`src/rtl/instr_loader.sv`:
```
// rtl/instr_loader.sv - MIPS instruction encoder and imem program loader
// Packs symbolic requests into 32-bit words and writes them to consecutive imem words.
module instr_loader #(
  parameter int n = 32
) (
  input  logic         clk,
  input  logic         reset,
  input  logic         start,
  input  logic [n-1:0] base_addr,
  input  logic         finish,
  input  logic         in_valid,
  output logic         in_ready,
  input  logic [2:0]   in_kind,
  input  logic [4:0]   in_rs,
  input  logic [4:0]   in_rt,
  input  logic [4:0]   in_rd,
  input  logic [4:0]   in_shamt,
  input  logic [5:0]   in_funct,
  input  logic [15:0]  in_imm,
  input  logic [25:0]  in_target,
  output logic         mem_we,
  output logic [n-1:0] mem_addr,
  output logic [31:0]  mem_wdata,
  input  logic         mem_ready,
  output logic         busy,
  output logic         done,
  output logic         err,
  output logic [15:0]  word_count
);

  typedef enum logic [1:0] {IDLE, LOAD, WRITE, DONE} state_t;

  state_t       state;
  logic [n-1:0] addr;
  logic [31:0]  word;
  logic         fin_pend;
  logic [31:0]  enc_word;
  logic         legal;

  assign legal = (in_kind <= 3'd5);

  always_comb begin
    enc_word = 32'h0;
    case (in_kind)
      3'd0: enc_word = {6'h00, in_rs, in_rt, in_rd, in_shamt, in_funct};
      3'd1: enc_word = {6'h23, in_rs, in_rt, in_imm};
      3'd2: enc_word = {6'h2B, in_rs, in_rt, in_imm};
      3'd3: enc_word = {6'h04, in_rs, in_rt, in_imm};
      3'd4: enc_word = {6'h08, in_rs, in_rt, in_imm};
      3'd5: enc_word = {6'h02, in_target};
      default: enc_word = 32'h0;
    endcase
  end

  // Handshake-facing outputs decode the state register so reset drops them at once.
  assign in_ready  = (state == LOAD);
  assign mem_we    = (state == WRITE);
  assign busy      = (state == LOAD) || (state == WRITE);
  assign mem_addr  = addr;
  assign mem_wdata = word;

  always_ff @(posedge clk or negedge reset) begin
    if (!reset) begin
      state      <= IDLE;
      addr       <= '0;
      word       <= 32'h0;
      fin_pend   <= 1'b0;
      done       <= 1'b0;
      err        <= 1'b0;
      word_count <= 16'h0;
    end else begin
      err <= 1'b0;
      case (state)
        IDLE, DONE: begin
          if (start) begin
            state      <= LOAD;
            addr       <= base_addr & {{(n-2){1'b1}}, 2'b00};
            word_count <= 16'h0;
            done       <= 1'b0;
            fin_pend   <= 1'b0;
          end
        end
        LOAD: begin
          if (in_valid && legal) begin
            word     <= enc_word;
            fin_pend <= finish;
            state    <= WRITE;
          end else begin
            // Illegal kinds are swallowed; finish still ends the session.
            if (in_valid) err <= 1'b1;
            if (finish) begin
              state <= DONE;
              done  <= 1'b1;
            end
          end
        end
        WRITE: begin
          if (finish) fin_pend <= 1'b1;
          if (mem_ready) begin
            addr <= addr + n'(32'd4);
            if (word_count != 16'hFFFF) word_count <= word_count + 16'd1;
            if (fin_pend || finish) begin
              state    <= DONE;
              done     <= 1'b1;
              fin_pend <= 1'b0;
            end else begin
              state <= LOAD;
            end
          end
        end
        default: state <= IDLE;
      endcase
    end
  end

endmodule

```
`config.mk`:
```
export PLATFORM = sky130hd
export DESIGN_NAME = instr_loader
export DESIGN_NICKNAME = d
export VERILOG_FILES = /design/src/rtl/instr_loader.sv
export SDC_FILE = /design/constraint.sdc
export NUM_CORES = 1
export LEC_CHECK = 0
export CAP_MARGIN = 20
export CORE_ASPECT_RATIO = 1.2
export CORE_MARGIN = 3
export CORE_UTILIZATION = 30
export DETAILED_ROUTE_END_ITERATION = 6
export HOLD_SLACK_MARGIN = 0.03
export PLACE_DENSITY = 0.69
export SLEW_MARGIN = 10
export SYNTH_ARGS = -nofsm -noshare
export SYNTH_HDL_FRONTEND = slang
export SYNTH_SLANG_ARGS = --single-unit
```
`constraint.sdc`:
```
create_clock -name clk -period 2.7 [get_ports clk]
set_clock_uncertainty 0.15 [all_clocks]
set_input_delay 0.81 -clock clk [delete_from_list [all_inputs] [get_ports clk]]
set_output_delay 0.81 -clock clk [all_outputs]
set_load 0.02 [all_outputs]
```
# Word-level counts from Yosys, hierarchy flattened
# Index checks and enable logic that the tools add are counted.
[totals] mem_bits_rw=0 output_inout_bits=85 memories=0 input_bits=109 ff_bits=85 rom_bits=0 elab_cells=68 latch_bits=0
[op_classes] addsub=2 n_mux=28 n_lt_le_gt_ge=1 multipliers=0 bitwise=0 div=0 shift=0 reduce_logical=13 n_eq_ne=17
[op_table] op="$pmux W32 S6" count=1
[op_table] op="$mux W32" count=2
[op_table] op="$pmux W32 S2" count=1
[op_table] op="$mux W16" count=3
[op_table] op="$add A32 B3 Y32 const B" count=1
[op_table] op="$pmux W16 S2" count=1
[op_table] op="$add A16 B1 Y16 const B" count=1
[op_table] op="$ne A16 B16 Y1 const B" count=1
[op_table] op="$mux W1" count=12
[op_table] op="$mux W2" count=5
[op_table] op="$ne A2 B1 Y1 const B" count=4
[op_table] op="$eq A3 B2 Y1 const B" count=2
[op_table] op="$eq A3 B3 Y1 const B" count=2
[op_table] op="$ne A2 B2 Y1 const B" count=3
[op_table] op="$pmux W1 S3" count=2
[op_table] op="$pmux W2 S3" count=1
[op_table] op="$reduce_and A3 Y1" count=2
[op_table] op="$reduce_and A5 Y1" count=1
[op_table] op="$eq A2 B2 Y1 const B" count=2
[op_table] op="$reduce_and A2 Y1" count=2
[op_table] op="$reduce_and A4 Y1" count=1
[op_table] op="$eq A3 B1 Y1 const B" count=1
[op_table] op="$le A3 B3 Y1 const B" count=1
[op_table] op="$logic_not A3 Y1" count=1
[op_table] op="other kinds (7)" count=8

# Longest topological paths before layout
[depth] ltp_word=4 ltp_mapped=10 depth_no_buf=7

# Worst setup path before layout
# OpenSTA, ideal clock, no wires.
[synth_path] path_kind="flip-flop to flip-flop" startpoint="register state[0]" endpoint="register addr[17] (netlist: mem_addr[17])" period_less_slack_ps=2222 setup_time_ps=77 arrival_ps=1994 setup_slack_ps=478 stages_incl_launch_ff=11 n_path_buf=3 required_time_ps=2473 path_cell_list="dfrtp_1 > inv_1 > ha_1 > buf_2 > or2_2 > and3_1 > buf_2 > nand2_1 > buf_2 > o22ai_1 > a21oi_1"
[synth_between] elab_cells_between_ends=9 classes_between="4 x eq/ne; 1 x mux; 4 x reduce/logical"
[synth_lines] element="from (decl)" line_no="33" text="state_t state;"
[synth_lines] element="from (signal assigned)" line_no="64" text="state <= IDLE;"
[synth_lines] element="from (signal assigned)" line_no="76" text="state <= LOAD;"
[synth_lines] element="from (signal assigned)" line_no="87" text="state <= WRITE;"
[synth_lines] element="$eq A2 B2 Y1 *"
[synth_lines] element="named net mem_we" line_no="21" text="output logic mem_we,"
[synth_lines] element="$ne A2 B1 Y1 (no line) or $reduce_bool A2 Y1 (tied branches)"
[synth_lines] element="$reduce_and A3 Y1 (no line)"
[synth_lines] element="to (signal assigned)" line_no="77" text="addr <= base_addr & {{(n-2){1'b1}}, 2'b00};"
[synth_lines] element="to (signal assigned)" line_no="100" text="addr <= addr + n'(32'd4);"
[synth_lines] element="to (decl)" line_no="34" text="logic [n-1:0] addr;"
# The timed path passes the listed nets; every way through them passes the cells marked *.
# A chain may end at the register's enable or synchronous reset.

# Worst setup path after layout
[layout_path] startpoint="register state[1]" endpoint="output in_ready"
[layout_between] elab_chain_cells=1
[layout_lines] element="$eq A2 B1 Y1" line_no="56" text="assign in_ready = (state == LOAD);"
[layout_lines] element="to (decl)" line_no="12" text="output logic in_ready,"
# No other way between the ends.

==> summary.txt <==
Cells and area
  – Antenna diodes: 0
  – Layout cell share with drive strength beyond 1: 11.5%
  – Non-Filler Instances: 999
  – Fin nets: 900
  – Area of the multi-input gates: 2630 µm²
  – Final Cell Area: 7630 µm²
  – Fill cells: 1554
  – Final core utilization: 48.0%
  – Layout area overhead: 54.0%
  – Storage cell area: 2030 µm²

Timing
  – Fmax: 385 MHz
  – Setup slack after layout: 0.101 ns
  – WHS: 0.285 ns
  – Fraction of the cycle the final worst path needs: 96.3%
  – Unrepaired setup endpoints after global routing: false
  – Slew HR: 65.3%
  – Slew @ Worst Pin: 0.520 ns
  – Min Tclk post-route: 2.60 ns
  – Final slew viol count: 0
  – Setup Viol. Count Final: 0
  – Final hold violation count: 0
  – Fin Setup TNS: 0 ns

Setup path
  – WP buf/inv: 2
  – CP max FO: 2
  – Critical-path top delay cell: clkdlybuf4s50_1
  – Worst Setup Start Kind: flip-flop
  – Required time worst endpoint: 1.74 ns
  – WP data arrival: 1.64 ns
  – Cell Chain, Critical Path: inv_1, ha_1, clkdlybuf4s50_1
  – Family with the most delay on the worst path: buffers and inverters
  – Critical Path Max Stage Delay: 0.66 ns
  – Setup crit end kind: output port
  – Critical path type: reg2out

Placed design
  – Pre-CTS setup slack: -0.0976 ns
  – Placed Cells: 984
  – GP Congestion: 0.828
  – PortBufs: 188
  – Detailed placement HPWL: 12200 µm
  – Post-DP Area: 7310 µm²

Synthesis
  – Synth top area share: 40.9%
  – Post-synth top flop: dfrtp_1
  – Synth Area in Adders: 1.01%
  – Avg Inst Size Synth: 8.44 µm²
  – Cell variety after synth: 51
  – Synth Area in Compound Gates: 22.6%
  – Synth Warn #: 0
  – Post-Synthesis Cells: 587
  – XOR/XNOR share of the synthesized area: 0.177%
  – Sequential share of the synthesized area: 40.9%
  – Mapped cell area: 4950 µm²
  – Number of flops mapped to enable cells by yosys: 0
  – Yosys top cell by area: dfrtp_1
  – Most frequent cells after synthesis: nand2_1, dfrtp_1, o21ai_0
  – Synth area leaders: dfrtp_1, o21ai_0, nand2_1, mux2i_1, mux2_2
  – Simple-gate share of the synthesized area: 21.0%
  – Largest family of logic cells by synthesized area: compound AO/OA/AOI/OAI gates
  – Mux cell area share after synthesis: 7.90%
  – Synth async-reset ratio: 100%
  – Most common cell in the netlist: nand2_1
  – Synthesized flop and latch total: 81

Routing
  – Via count: 5221
  – Wire per inst: 16.3 µm
  – DR iter-0 viols: 283
  – ANT nets after route: 0
  – Via-to-Cell Ratio: 5.23
  – Number of remaining DRC errors: 0
  – 1st-pass router iterations: 5
  – WL final: 16300 µm

Hold path
  – HP Class: in2async

Global route
  – Initial antenna violation count: 0
  – Met1 usage: 21.9%
  – GR peak layer: met2
  – Vias in the first global route: 5248
  – Total global routing overflow: 0
  – Total track usage: 18.3%
  – Largest net degree at the start of global routing: 59
  – GRT met2 Usage: 30.5%
  – Grt met3 use: 5.04%
  – First-pass GRT wire length: 26500 µm

Floorplan
  – Die width: 123 µm
  – Die Area: 18100 µm²
  – Die Ht: 147 µm
  – FP Rows: 50
  – CORE AREA: 15900 µm²
  – IO Count: 194
  – Initial core utilization: 31.2%

Clocking
  – TritonCTS Buffers: 9
  – Post-CTS Hold Fix Bufs: 0
  – CTS tree: yes
  – Sink Count: 81
  – H-tree levels: 3
  – Root buffer cell: clkbuf_16
  – Clock transition at path regs: 0.07 ns
  – CTS resizes: 1
  – Clock Path Buffers: 2
  – Clk_lat worst skew: 0.35 ns
  – Post-CTS Setup Bufs: 0

Power
  – Net Sw Frac: 42.7%
  – Pint: 4.60 mW
  – Total power: 8.04 mW
  – Seq pwr share: 27.7%
  – Maximum vdd ir drop: 0.428 mV
  – Clk pwr share: 16.7%
  – Sw Pwr: 3.43 mW
  – Comb power frac: 55.6%
  – Pwr dens: 1050 nW/µm²
  – Leakage: 3.13 nW

Outcome
  – Outcome: complete, no violations

Flow run
  – # Max-Cap Violations: 0
==> layout make-up <==
class / instances / share of cell area (%)
multi-input cells: 434 / 34.5
repair buffers: 232 / 29.9
flip-flops and latches: 81 / 26.6
well taps: 208 / 3.41
clock buffers: 9 / 2.95
inverters: 29 / 1.43
clock inverters: 6 / 1.21
==> power groups by stage <==
stage	Sequential (mW)	Clock, mW	Combinational (mW)
after global placement	2.23	0	4.46
after detailed placement	2.24	0	4.50
final	2.23	1.34	4.47
after CTS	2.23	1.39	4.51
after global routing	2.32	1.42	4.87
after floorplan	2.68	0	1.94
==> layout by cell type, fill, tap and decap left out, types with 20 or more instances in the layout <==
master and instances:
o21ai_0 70, nand2_1 83, dfrtp_1 81, clkdlybuf4s50_1 186, nor2_1 31, inv_1 29, nand3_1 30, a21oi_1 29
buf_4 39, mux2i_1 20
==> metal layers <==
layer,vias to the layer above,routed length [µm]
li1,2555,-
met1,2417,6520
met2,222,7970
met3,27,1410
met4,0,393
met5,-,0
==> logic make-up (layout without fill, tap and decap cells) <==
logic type / count (synthesis) / in the layout
other: 1 / 3
AND/OR/NAND/NOR: 212 / 212
multiplexers: 37 / 37
XOR/XNOR: 1 / 1
adder cells (fa/ha/maj): 4 / 4
buffers and inverters: 74 / 276
AO/OA/AOI/OAI: 177 / 177
flip-flops: 81 / 81
==> worst paths after layout <==
path / startpoint / endpoint / slack, ns / cells after the start
worst max-delay path: state[1] / in_ready / 0.10 / 3
worst min register to register: mem_wdata[23] / mem_wdata[23] / 0.33 / 2
min in group clk: mem_wdata[23] / mem_wdata[23] / 0.33 / 2
worst min-delay path: reset / mem_addr[26] / 0.29 / 1
worst max register to register: state[0] / mem_addr[29] / 0.39 / 10
max in group asynchronous: reset / mem_wdata[18] / 1.56 / 2
==> flip-flops by register name, indices dropped and copies added (netlist names) <==
signal and flops:
mem_addr 30, mem_wdata 30, word_count 16, state 2, done 1, err 1
fin_pend 1
Power figures use the tool's default switching activity.
